$ cat src/rtl/pc_fetch_ctrl.sv
// PC owner and fetch sequencer: fetches via req/ack, issues to decode via
// valid/ready, then steps or redirects the PC on each accepted instruction.
module pc_fetch_ctrl #(
  parameter logic [31:0] RESET_PC = 32'h0000_0000,
  parameter int          MAX_WAIT = 15
) (
  input  logic        clk,
  input  logic        rst,
  output logic        imem_req,
  output logic [31:0] imem_addr,
  input  logic        imem_ack,
  input  logic [31:0] imem_rdata,
  output logic        instr_valid,
  output logic [31:0] instr,
  output logic [31:0] instr_pc,
  input  logic        instr_ready,
  input  logic        redirect,
  input  logic [1:0]  redirect_kind,
  input  logic [31:0] branch_off,
  input  logic [25:0] jump_idx,
  input  logic [31:0] jr_target,
  output logic [31:0] pc,
  output logic        fetch_err
);

  typedef enum logic [1:0] {
    S_IDLE,
    S_FETCH,
    S_ISSUE,
    S_ERROR
  } state_e;

  localparam logic [7:0] MaxWait = 8'(MAX_WAIT);

  state_e      state_q, state_d;
  logic [31:0] pc_q, pc_d;
  logic [31:0] instr_q, instr_d;
  logic [31:0] ipc_q, ipc_d;
  logic [7:0]  wait_q, wait_d;
  logic        err_q, err_d;
  logic [31:0] seq_pc;
  logic [31:0] next_pc;

  always_comb begin
    seq_pc  = ipc_q + 32'd4;
    next_pc = seq_pc;
    if (redirect) begin
      unique case (redirect_kind)
        2'b00:   next_pc = seq_pc + {branch_off[29:0], 2'b00};
        2'b01:   next_pc = {seq_pc[31:28], jump_idx, 2'b00};
        2'b10:   next_pc = {jr_target[31:2], 2'b00};
        default: next_pc = seq_pc;
      endcase
    end
  end

  always_comb begin
    state_d = state_q;
    pc_d    = pc_q;
    instr_d = instr_q;
    ipc_d   = ipc_q;
    wait_d  = wait_q;
    err_d   = err_q;
    unique case (state_q)
      S_IDLE: state_d = S_FETCH;
      S_FETCH: begin
        if (imem_ack) begin
          instr_d = imem_rdata;
          ipc_d   = pc_q;
          wait_d  = 8'd0;
          state_d = S_ISSUE;
        end else if (wait_q == MaxWait) begin
          err_d   = 1'b1;
          state_d = S_ERROR;
        end else begin
          wait_d  = wait_q + 8'd1;
        end
      end
      S_ISSUE: begin
        if (instr_ready) begin
          pc_d    = next_pc;
          state_d = S_FETCH;
        end
      end
      S_ERROR: state_d = S_ERROR;
      default: state_d = S_IDLE;
    endcase
  end

  always_ff @(posedge clk or negedge rst) begin
    if (!rst) begin
      state_q <= S_IDLE;
      pc_q    <= RESET_PC;
      instr_q <= 32'd0;
      ipc_q   <= 32'd0;
      wait_q  <= 8'd0;
      err_q   <= 1'b0;
    end else begin
      state_q <= state_d;
      pc_q    <= pc_d;
      instr_q <= instr_d;
      ipc_q   <= ipc_d;
      wait_q  <= wait_d;
      err_q   <= err_d;
    end
  end

  assign imem_req    = (state_q == S_FETCH);
  assign imem_addr   = pc_q;
  assign instr_valid = (state_q == S_ISSUE);
  assign instr       = instr_q;
  assign instr_pc    = ipc_q;
  assign pc          = pc_q;
  assign fetch_err   = err_q;

endmodule

$ cat config.mk
export PLATFORM = sky130hd
export DESIGN_NAME = pc_fetch_ctrl
export DESIGN_NICKNAME = d
export VERILOG_FILES = /design/src/rtl/pc_fetch_ctrl.sv
export SDC_FILE = /design/constraint.sdc
export NUM_CORES = 1
export LEC_CHECK = 0
export ABC_AREA = 1
export CORE_UTILIZATION = 49
export CTS_BUF_LIST = sky130_fd_sc_hd__clkbuf_4
export DETAILED_ROUTE_END_ITERATION = 10
export PLACE_DENSITY = 0.88
export SLEW_MARGIN = 20
export SYNTH_ARGS = -nofsm -noshare
export SYNTH_HDL_FRONTEND = slang
export SYNTH_SLANG_ARGS = --single-unit
$ cat constraint.sdc
create_clock -name clk -period 2.9 [get_ports clk]
set_clock_uncertainty 0.2 [all_clocks]
set_input_delay 0.58 -clock clk [delete_from_list [all_inputs] [get_ports clk]]
set_output_delay 0.58 -clock clk [all_outputs]
set_load 0.1 [all_outputs]
Word level (Yosys, flattened, before mapping)
Cells that the tools add are included.
Word-level totals
  bits in read-only memories: 0
  latch bits: 0
  memories: 0
  bits in writable memories: 0
  register bits after elaboration: 107
  logic and storage cells: 34
  input bits: 129
  output and inout port bits: 131
Operators by class
  reductions and logical operators: 7
  shift-type cells: 0
  bitwise gates (word level): 1
  $lt $le $gt $ge: 0
  divide/modulo/power cells: 0
  $mul: 0
  add/sub/neg operators: 3
  muxes and demuxes: 8
  equal/unequal tests: 9
Operator list (number)
  $pmux W32 S3: 1
  $add A32 B3 Y32 const B: 1
  $add A32 B32 Y32: 1
  $mux W32: 1
  $mux W8: 2
  $add A8 B1 Y8 const B: 1
  $eq A8 B4 Y1 const B: 1
  $pmux W2 S4: 1
  $reduce_and A2 Y1: 4
  $eq A2 B2 Y1 const B: 3
  $mux W2: 3
  $eq A2 B1 Y1 const B: 2
  $logic_not A2 Y1: 2
  $ne A3 B1 Y1 const B: 1
  $reduce_and A3 Y1: 1
  $ne A2 B1 Y1 const B: 1
  $ne A2 B2 Y1 const B: 1
  $not A1 Y1: 1

Logic depth before layout (Yosys ltp)
Gate-level depths: netlist of the first run.
  depth after elaboration: 4
  gate-level depth with buffers: 25
  mapped depth without buffers: 25

Worst setup path after synthesis of the first run
No wires, ideal clock.
  path kind: flip-flop to flip-flop
  from: register ipc_q[3] (netlist: instr_pc[3])
  to: register pc_q[21] (netlist: imem_addr[21])
  path slack: -0.551 ns
  stages on the path, launching flop included: 19
  library setup time: 0.120 ns
  buffers on the path: 0
  clock period less this slack: 3.451 ns
  required time: 2.580 ns
  arrival: 3.131 ns
  cells stage by stage: dfrtp_1 > ha_1 > nand4_1 > inv_1 > nand4_1 > xor2_1 > inv_1 > ha_1 > nand2_1 > nor2_1 > inv_1 > nor2_1 > nand4_1 > nand3_1 > nand2_1 > nand3_1 > nand3_1 > nand2_1 > nand2_1
On the way
  longest elaborated chain between the ends: 4
Ends and longest elaborated chain
  start: declaration: line 38  | logic [31:0] ipc_q, ipc_d;
  start signal: assignment: line 102  | ipc_q <= ipc_d;
  $add A32 B3 Y32 (*): line 45  | seq_pc = ipc_q + 32'd4;
  $add A32 B32 Y32: line 49  | 2'b00: next_pc = seq_pc + {branch_off[29:0], 2'b00};
  $pmux W32 S3: line 48  | unique case (redirect_kind)
  $mux W32 (*): line 47  | if (redirect) begin
  end signal: assignment: line 100  | pc_q <= pc_d;
  end: declaration: line 36  | logic [31:0] pc_q, pc_d;
Every way passes the cells marked *; elsewhere a longest branch is shown, timed or not.
A chain may end at the register's enable or synchronous reset.

Worst setup path in the final report of the first run
  from: register ipc_q[4] (netlist: instr_pc[4])
  to: register pc_q[29] (netlist: imem_addr[29])
The elaborated chain is that of the path after synthesis.

==> reports/qor.txt, run 1 <==
status -> finished with violations
failing checks -> setup timing
Area Overhead vs Synth -> 64.4%
Initial Utilization -> 0.508
DP HPWL -> 23900 um
FMAX -> 0.314 GHz
total gr overflow -> 0
vias in the first global route -> 9759
Die Span Y -> 131 um
WHS Endpoint -> instr[4]
worst stage delay on the critical path -> 0.48 ns
Yosys reg bits -> 107
share of cells above drive strength 1 -> 0.384
row cnt -> 46
# nets final -> 1828
Post-Syn Nets -> 1431
WL final -> 33500 um
Setup WS post-layout -> -0.289 ns
post-route ant nets -> 0
Setup TNS -> -4.16 ns
buffer and inverter count on the worst path -> 5
Worst-Skew Late Latency -> 0.48 ns
Slew Limit Fails -> 0
first-pass GRT wire length -> 50400 um
most used cell, CP -> nand2_1
DR iter-0 viols -> 854
wire length per cell -> 17.8 um
synth warn -> 0
WP data arrival -> 3.39 ns
Num CTS Buffers -> 9
minimum clock period -> 3.19 ns
CTS max path bufs -> 2
worst min path class -> reg2reg
Die X -> 131 um
drt via density -> 5.47
Worst-path clk slew -> 0.18 ns
Setup WS pre-CTS -> -0.335 ns
CP endpoint kind -> flip-flop
Post-Synthesis Cells -> 1265
Setup CP Type -> reg2reg
sequential area share after synthesis -> 0.327
final setup vio count -> 24
Reg2Reg Setup Slack -> -0.29 ns
die footprint -> 17200 sq um
Core Box Area -> 16100 sq um
pin count of the biggest net entering global routing -> 63
worst reg2reg path endpoint -> imem_addr[29]
clock sink count -> 107
max-cap violations -> 0
unrepaired setup endpoints after global routing -> yes
Top delay family on crit path -> simple AND/OR/NAND/NOR gates
detailed-router iteration count before antenna repair -> 5
number of synthesized flops with an enable pin -> 0
Root Driver -> clkbuf_4
CTS tree -> built
Cells after DPL -> 1835
port buffer count -> 255
crit-path cells -> nand2_1 > inv_2 > buf_6 > nand2_8 > nor2_4 > nand2_1 > nor2_1 > nand4_1 > nand2_2 > inv_2 > ha_4 > buf_6 > nand2_4 > buf_4 > nor2_4 > nand2_2 > nor3_2 > nand2_2 > nand2_1 > nand2_1 > nand3_1 > nand2_1 > nand2_1 > nand2_1
Cells on Worst Hold Path -> 2
Avg Inst Size Synth -> 6.48 sq um
Critical Path RT -> 3.10 ns
Synth Cell Area -> 8190 sq um
R2R cell count -> 24
IO Pins -> 260
gpl congestion -> 0.954
Yosys cell types -> 40
routed vias -> 10304
Post-synth ARST share -> 1.00
Least-Margin Pin Slew -> 0.633 ns
top_reg_cell synth -> dfrtp_1
slowest CP cell -> dfrtp_4
Max Fanout on Critical Path -> 5
Hold Startpoint -> instr[4]
Total GRT Usage -> 0.367
Hold Worst Slack -> 0.304 ns
CP startpoint -> instr_pc[4]
Crit Reg-Reg Startpoint -> instr_pc[4]
initial antenna violation count -> 1
Hold Vio Cnt, Final -> 0
fin crit share -> 1.10
htree depth -> 3
Slew headroom -> 0.575
DRC Markers -> 0
Finished Layout Cells -> 1884
CP startpoint kind -> flip-flop
sequential cells by signal, indices dropped and copies added (netlist names):
register,count
instr,32
fetch_err,1
instr_pc,32
state_q,2
imem_addr,32
wait_q,8
metrics by stage:
step                area [sq um]   util
global placement           11700  0.727
finish                     13500  0.836
detailed placement         11700  0.727
floorplan                   8350      -
global route               13500  0.836
CTS                        12900  0.799
layout by cell type (no fill, tap or decap), types with 13 or more instances in the layout:
| master | instances |
|---|---|
| nand2_1 | 409 |
| buf_4 | 308 |
| inv_1 | 143 |
| clkdlybuf4s50_1 | 123 |
| nand2_2 | 84 |
| dfrtp_1 | 79 |
| nand3_1 | 65 |
| a21oi_1 | 43 |
| o21ai_0 | 39 |
| nor2_1 | 35 |
| ha_4 | 30 |
| nor2_4 | 26 |
| nand4_1 | 23 |
| inv_2 | 21 |
| nor2_2 | 21 |
| dfrtp_4 | 21 |
| nand3_2 | 19 |
| o21ai_1 | 16 |
| a21oi_2 | 15 |
| buf_6 | 13 |
how the worst max path moves through the flow:
stage          cells after the start            end
6_report                          24  imem_addr[29]
5_1_grt                           24  imem_addr[29]
4_1_cts                           20  imem_addr[30]
3_5_place_dp                      15   imem_addr[8]
3_3_place_gp                      19  imem_addr[22]
2_1_floorplan                     18  imem_addr[26]
area by class of cell:
cell class                 instances  area [sq um]
multi-input combinational        928          5850
timing repair buffer             449          3780
sequential                       107          2770
fill                            1001          2650
inverter                         167           629
tap                              216           270
clock inverter                     7           105
clock buffer                       9          67.6
antenna                            1          2.50
routing by layer:
metal  part of all wire  up-vias  global-route usage
met2               0.49      553               0.627
met4              0.043        0               0.158
li1                   -     4761                   -
met1               0.39     4880               0.467
met3              0.078      110              0.0471
met5                  0        -                   0
worst reg2reg max path, cell delays in order, from the launching register on:
cell and delay, ns:
dfrtp_4 0.48, nand2_1 0.07, inv_2 0.07, buf_6 0.11, nand2_8 0.07, nor2_4 0.09
nand2_1 0.07, nor2_1 0.13, nand4_1 0.14, nand2_2 0.12, inv_2 0.06, ha_4 0.27
buf_6 0.11, nand2_4 0.06, buf_4 0.14, nor2_4 0.12, nand2_2 0.09, nor3_2 0.20
nand2_2 0.12, nand2_1 0.09, nand2_1 0.05, nand3_1 0.08, nand2_1 0.08, nand2_1 0.06
nand2_1 0.05
synthesized netlist by cell type (all sizes together) (10+ instances only):
cell type  number  area share
nor2           82       0.044
buf            38       0.033
dfrtp         107        0.33
a21oi          63       0.038
nor3           12      0.0086
o21ai          59       0.036
nand4          23       0.018
o211ai         10      0.0092
nand3          87       0.054
ha             36       0.055
nand2         501        0.23
xor2           17       0.019
clkbuf         25       0.012
inv           165       0.076
timing repair:
action | in CTS | in global routing
hold endpoints to repair | 43 | 0
gates resized for setup | 197 | 112
hold buffers | 1 | 0
setup endpoints to repair | 26 | 26
pin swaps | 74 | 48
setup buffers | 17 | 14
kinds of logic after synthesis:
family | Yosys count | synth area share
adders and majority gates | 37 | 0.0574
xor gates and xnor gates | 25 | 0.0276
AOI/OAI and AO/OA | 154 | 0.105
DFF | 107 | 0.327
and+or+nand+nor | 712 | 0.362
buffers and inverters | 230 | 0.121
Power of run 1 is not shown: default switching activity piles up to over one toggle a cycle in this logic, so the estimate is an artifact.
==> run 2, diff against run 1 <==
Settings changed: CORE_ASPECT_RATIO set to 0.5.
==> reports/qor.txt, run 2 (synthesis gave the netlist of run 1 again) <==
fin crit share -> 1.18 (+0.0774)
Slew Limit Fails -> 0 (unchanged)
Worst-Skew Late Latency -> 0.50 ns (+0.02 ns)
most frequent cells in the layout -> 395 x nand2_1, 287 x buf_4, 132 x inv_1
Area Overhead vs Synth -> 63.0%
Sequential Area -> 2770 sq um (unchanged)
Top delay family on crit path -> simple AND/OR/NAND/NOR gates
Setup CP Type -> reg2reg
total gr overflow -> 0 (unchanged)
worst stage delay on the critical path -> 0.53 ns (+0.05 ns)
slowest CP cell -> dfrtp_4
first-pass GRT wire length -> 51100 um (+1.5%)
WL final -> 37500 um (+12%)
pin count of the biggest net entering global routing -> 71 (+13%)
Worst-path clk slew -> 0.18 ns (about the same)
port buffer count -> 255 (unchanged)
commonest non-fill, non-tap cell in the layout -> nand2_1
most used cell, CP -> nand2_1
die footprint -> 17300 sq um (+0.18%)
post-route ant nets -> 0 (unchanged)
CP endpoint kind -> flip-flop
DRC Markers -> 0 (unchanged)
share of cells above drive strength 1 -> 0.392 (+0.00767)
Die Span Y -> 93.4 um (-29%)
Setup WS post-layout -> -0.513 ns (-0.224 ns)
WP data arrival -> 3.63 ns (+0.24 ns)
gpl congestion -> 0.971 (+1.8%)
routed vias -> 10987 (+6.6%)
worst min path class -> reg2reg
final setup vio count -> 26 (+8.3%)
Num CTS Buffers -> 9 (unchanged)
CTS max path bufs -> 2 (unchanged)
status -> finished with violations
Max Fanout on Critical Path -> 5 (unchanged)
drt via density -> 5.89 (+7.8%)
detailed-router iteration count before antenna repair -> 6 (+1)
Multi-input gate area -> 5960 sq um (+1.9%)
row cnt -> 32 (-30%)
Hold Worst Slack -> 0.298 ns (-0.00674 ns)
Critical Path RT -> 3.12 ns (+0.02 ns)
Least-Margin Pin Slew -> 0.713 ns (+0.0802 ns)
Root Driver -> clkbuf_4
IO Pins -> 260 (unchanged)
clock sink count -> 107 (unchanged)
Initial Utilization -> 0.517 (+0.00835)
Hold Vio Cnt, Final -> 0 (unchanged)
# nets final -> 1803 (-1.4%)
failing checks -> setup timing
Core Box Area -> 15900 sq um (-1.6%)
htree depth -> 3 (unchanged)
crit-path cells -> ha_4 > nand4_1 > inv_1 > nand4_1 > nor2_1 > nand2_1 > nand2_2 > inv_2 > ha_4 > nand2_4 > nor2_4 > nand2_2 > nor3_2 > nand2_1 > nand2_1 > nand2_1 > nand3_2 > nand2_2 > nand2_1 > nand2_1
CP startpoint kind -> flip-flop
max-cap violations -> 0 (unchanged)
Slew headroom -> 0.522 (-0.0538)
buffer and inverter count on the worst path -> 2 (-3)
CTS tree -> built
DR iter-0 viols -> 1375 (+61%)
Total GRT Usage -> 0.383 (+0.0160)
Fillers -> 849 (-15%)
DP HPWL -> 23900 um (+0.19%)
vias in the first global route -> 10054 (+3.0%)
Die X -> 185 um (+41%)
unrepaired setup endpoints after global routing -> yes
minimum clock period -> 3.41 ns (+0.224 ns)
FMAX -> 0.293 GHz (-6.6%)
initial antenna violation count -> 2 (+1)
wire length per cell -> 20.1 um (+13%)
==> run 2: cell count changes in the layout (fill, tap and decap cells not counted), sizes merged <==
| cell | change |
|---|---|
| buf | -25 |
| bufinv | -2 |
| clkinv | +2 |
| clkinvlp | +1 |
| inv | -1 |
==> run 2: timing repair <==
action,in CTS,in global routing
buffers inserted,18,13
endpoints found under the hold margin,27,0
hold buffers,1,0
resized for setup,186,170
pin swaps,72,113
endpoints found under the setup margin,27,27
==> run 2: worst paths after layout <==
path	startpoint	end	depth (start not counted)	slack, ns
worst max-delay path	instr_pc[3]	imem_addr[29]	20	-0.51
max in group asynchronous	rst	instr_pc[4]	3	1.43
worst max register to register	instr_pc[3]	imem_addr[29]	20	-0.51
min in group asynchronous	rst	fetch_err	2	0.31
worst min register to register	fetch_err	fetch_err	2	0.30
worst min-delay path	fetch_err	fetch_err	2	0.30
==> run 2: stage by stage <==
step                      setup slack, ns  instance area [sq um]  instances  utilization  TNS (ns)
after floorplan                   -0.0322                   8350       1265            -   -0.0623
after global placement             -0.290                  11600       1815        0.729     -4.57
after detailed placement           -0.395                  11600       1815        0.729     -6.26
after CTS                          -0.148                  12600       1850        0.795     -1.99
after global routing               -0.689                  13400       1864        0.843    -11.22
final                              -0.513                  13400       1864        0.843     -8.07
==> run 2: routing by layer <==
metal | global-route usage | part of all wire | vias to the layer above
met2 | 0.628 | 0.46 | 921
met4 | 0.139 | 0.059 | 4
met3 | 0.0787 | 0.12 | 267
li1 | - | - | 4700
met5 | 0 | 0.00072 | -
met1 | 0.502 | 0.36 | 5095
==> run 2: layout make-up <==
cell class / count / area share
Antenna cell: 1 / 0.000187
Clock inverter: 7 / 0.00450
Timing Repair Buffer: 424 / 0.268
Multi-Input combinational cell: 928 / 0.446
Clock buffer: 9 / 0.00506
Tap cell: 221 / 0.0207
Inverter: 167 / 0.0477
Sequential cell: 107 / 0.207
==> run 2: tightest hold or removal path, stage by stage, from the launching register on <==
cell and delay (ns):
dfrtp_1 0.38, inv_1 0.05, o41ai_1 0.05
Power of run 2 is left out for the same reason.
==> run 3, diff against run 2 <==
Settings changed: REMOVE_ABC_BUFFERS set to 1, SKIP_CTS_REPAIR_TIMING set to 1.
==> reports/qor.txt, run 3 (synthesis gave the netlist of run 1 again) <==
Die X -> 185 um (unchanged)
fin crit share -> 1.18 (about the same)
Setup TNS -> -8.75 ns (-0.680 ns)
Num CTS Buffers -> 9 (unchanged)
initial antenna violation count -> 0 (-2)
routed vias -> 10935 (-0.47%)
max-cap violations -> 0 (unchanged)
most frequent cells in the layout -> 411 x nand2_1, 293 x buf_4, 130 x inv_1
# nets final -> 1817 (+0.78%)
GRT met2 Usage -> 0.584 (-0.0439)
Root Driver -> clkbuf_4
Least-Margin Pin Slew -> 0.660 ns (-0.0530 ns)
Die Span Y -> 93.4 um (unchanged)
port buffer count -> 255 (unchanged)
CTS tree -> built
Area Overhead vs Synth -> 62.1%
DP Area -> 11600 sq um (about the same)
grt peak-use layer -> met2
Worst-path clk slew -> 0.17 ns (about the same)
total gr overflow -> 0 (unchanged)
fin util -> 0.838 (-0.00466)
worst reg2reg path endpoint -> imem_addr[30]
drt via density -> 5.83 (-1.2%)
Total GRT Usage -> 0.360 (-0.0232)
Cells on Worst Hold Path -> 2 (unchanged)
first-pass GRT wire length -> 48000 um (-6.1%)
share of cells above drive strength 1 -> 0.373 (-0.0184)
gpl congestion -> 0.990 (+2.0%)
Cells after DPL -> 1838 (+1.3%)
DP HPWL -> 25000 um (+4.5%)
commonest non-fill, non-tap cell in the layout -> nand2_1
unrepaired setup endpoints after global routing -> yes
DR iter-0 viols -> 1264 (-8.1%)
Final Cell Area -> 13300 sq um (-0.55%)
Worst-Skew Late Latency -> 0.50 ns (about the same)
detailed-router iteration count before antenna repair -> 6 (unchanged)
WL final -> 37600 um (+0.43%)
Slew headroom -> 0.557 (+0.0356)
failing checks -> setup timing
CTS max path bufs -> 2 (unchanged)
die footprint -> 17300 sq um (unchanged)
Setup CP Type -> reg2reg
post-route ant nets -> 0 (unchanged)
CP startpoint kind -> flip-flop
clock sink count -> 107 (unchanged)
pin count of the biggest net entering global routing -> 79 (+11%)
htree depth -> 3 (unchanged)
row cnt -> 32 (unchanged)
Fillers -> 945 (+11%)
WP data arrival -> 3.61 ns (-0.02 ns)
final setup vio count -> 26 (unchanged)
Reg2Reg Setup Slack -> -0.51 ns (about the same)
Slew Limit Fails -> 0 (unchanged)
CP endpoint kind -> flip-flop
status -> finished with violations
worst min path class -> reg2reg
Setup WS post-layout -> -0.512 ns (+0.00152 ns)
wire length per cell -> 20.0 um (-0.27%)
Core Box Area -> 15900 sq um (unchanged)
IO Pins -> 260 (unchanged)
R2R cell count -> 22 (+10%)
DRC Markers -> 0 (unchanged)
Initial Utilization -> 0.517 (unchanged)
WHS Endpoint -> fetch_err
Crit Reg-Reg Startpoint -> instr_pc[3]
Finished Layout Cells -> 1877 (+0.70%)
Critical Path RT -> 3.10 ns (-0.02 ns)
FMAX -> 0.293 GHz (about the same)
met1 Usage GRT -> 0.500 (-0.00186)
Max Fanout on Critical Path -> 5 (unchanged)
ant diodes -> 0 (-1)
minimum clock period -> 3.41 ns (-0.00152 ns)
vias in the first global route -> 9297 (-7.5%)
Hold Vio Cnt, Final -> 0 (unchanged)
grt met3 use -> 0.0549 (-0.0238)
Hold Startpoint -> fetch_err
[run 3: changes by cell type in the layout (fill, tap and decap cells not counted), moves of 6 or more]
cell	change
dfrtp_4	-21
buf_4	+6
a21oi_2	+7
xor2_2	-6
nor2_1	+8
nand2_2	-15
nor2_4	-7
buf_6	+10
nand2_1	+16
dfrtp_1	+22
[run 3: per-layer routing]
metal	part of all wire	vias to the layer above
met5	0	-
met4	0.052	0
met3	0.12	208
met2	0.46	838
met1	0.37	5156
li1	-	4733
[run 3: area by class of cell]
| class | instances | area, sq um | share of cell area |
|---|---|---|---|
| repair buffers | 438 | 3700 | 0.279 |
| multi-input cells | 928 | 5830 | 0.439 |
| inverters | 167 | 642 | 0.0483 |
| clock buffers | 10 | 75.1 | 0.00565 |
| flip-flops and latches | 107 | 2690 | 0.202 |
| well taps | 221 | 277 | 0.0208 |
| clock inverters | 6 | 71.3 | 0.00537 |
[run 3: metrics by stage]
stage	hold slack, ns	setup slack (ns)
global route	0.328	-0.667
finish	0.306	-0.512
CTS	-0.205	-0.460
floorplan	0.0844	-1.69
global placement	0.251	-0.299
detailed placement	0.271	-0.395
[run 3: worst max-delay path, cell delays in order (launching register included)]
cell	delay, ns
dfrtp_2	0.50
buf_6	0.14
ha_4	0.18
nand2_4	0.10
nor2_1	0.15
nand2_1	0.08
nor2_1	0.12
nand4_1	0.14
nand2_1	0.16
inv_1	0.10
ha_4	0.31
nand2_1	0.13
buf_4	0.19
nor2_4	0.10
nand2_1	0.10
nor3_2	0.11
nand2_1	0.09
nand2_1	0.07
nand2_1	0.05
nand3_1	0.06
nand2_1	0.09
nand2_1	0.08
nand2_1	0.06
[run 3: worst max path at each step]
stage / from / endpoint / slack, ns / cells after the start
floorplan: state_q[1] / instr_pc[20] / -1.69 / 4
global placement: instr_pc[14] / imem_addr[24] / -0.30 / 15
detailed placement: instr_pc[2] / imem_addr[27] / -0.40 / 20
CTS: instr_pc[2] / imem_addr[27] / -0.46 / 20
global route: instr_pc[14] / imem_addr[31] / -0.67 / 24
finish: instr_pc[3] / imem_addr[30] / -0.51 / 22
Power of run 3 is left out for the same reason.
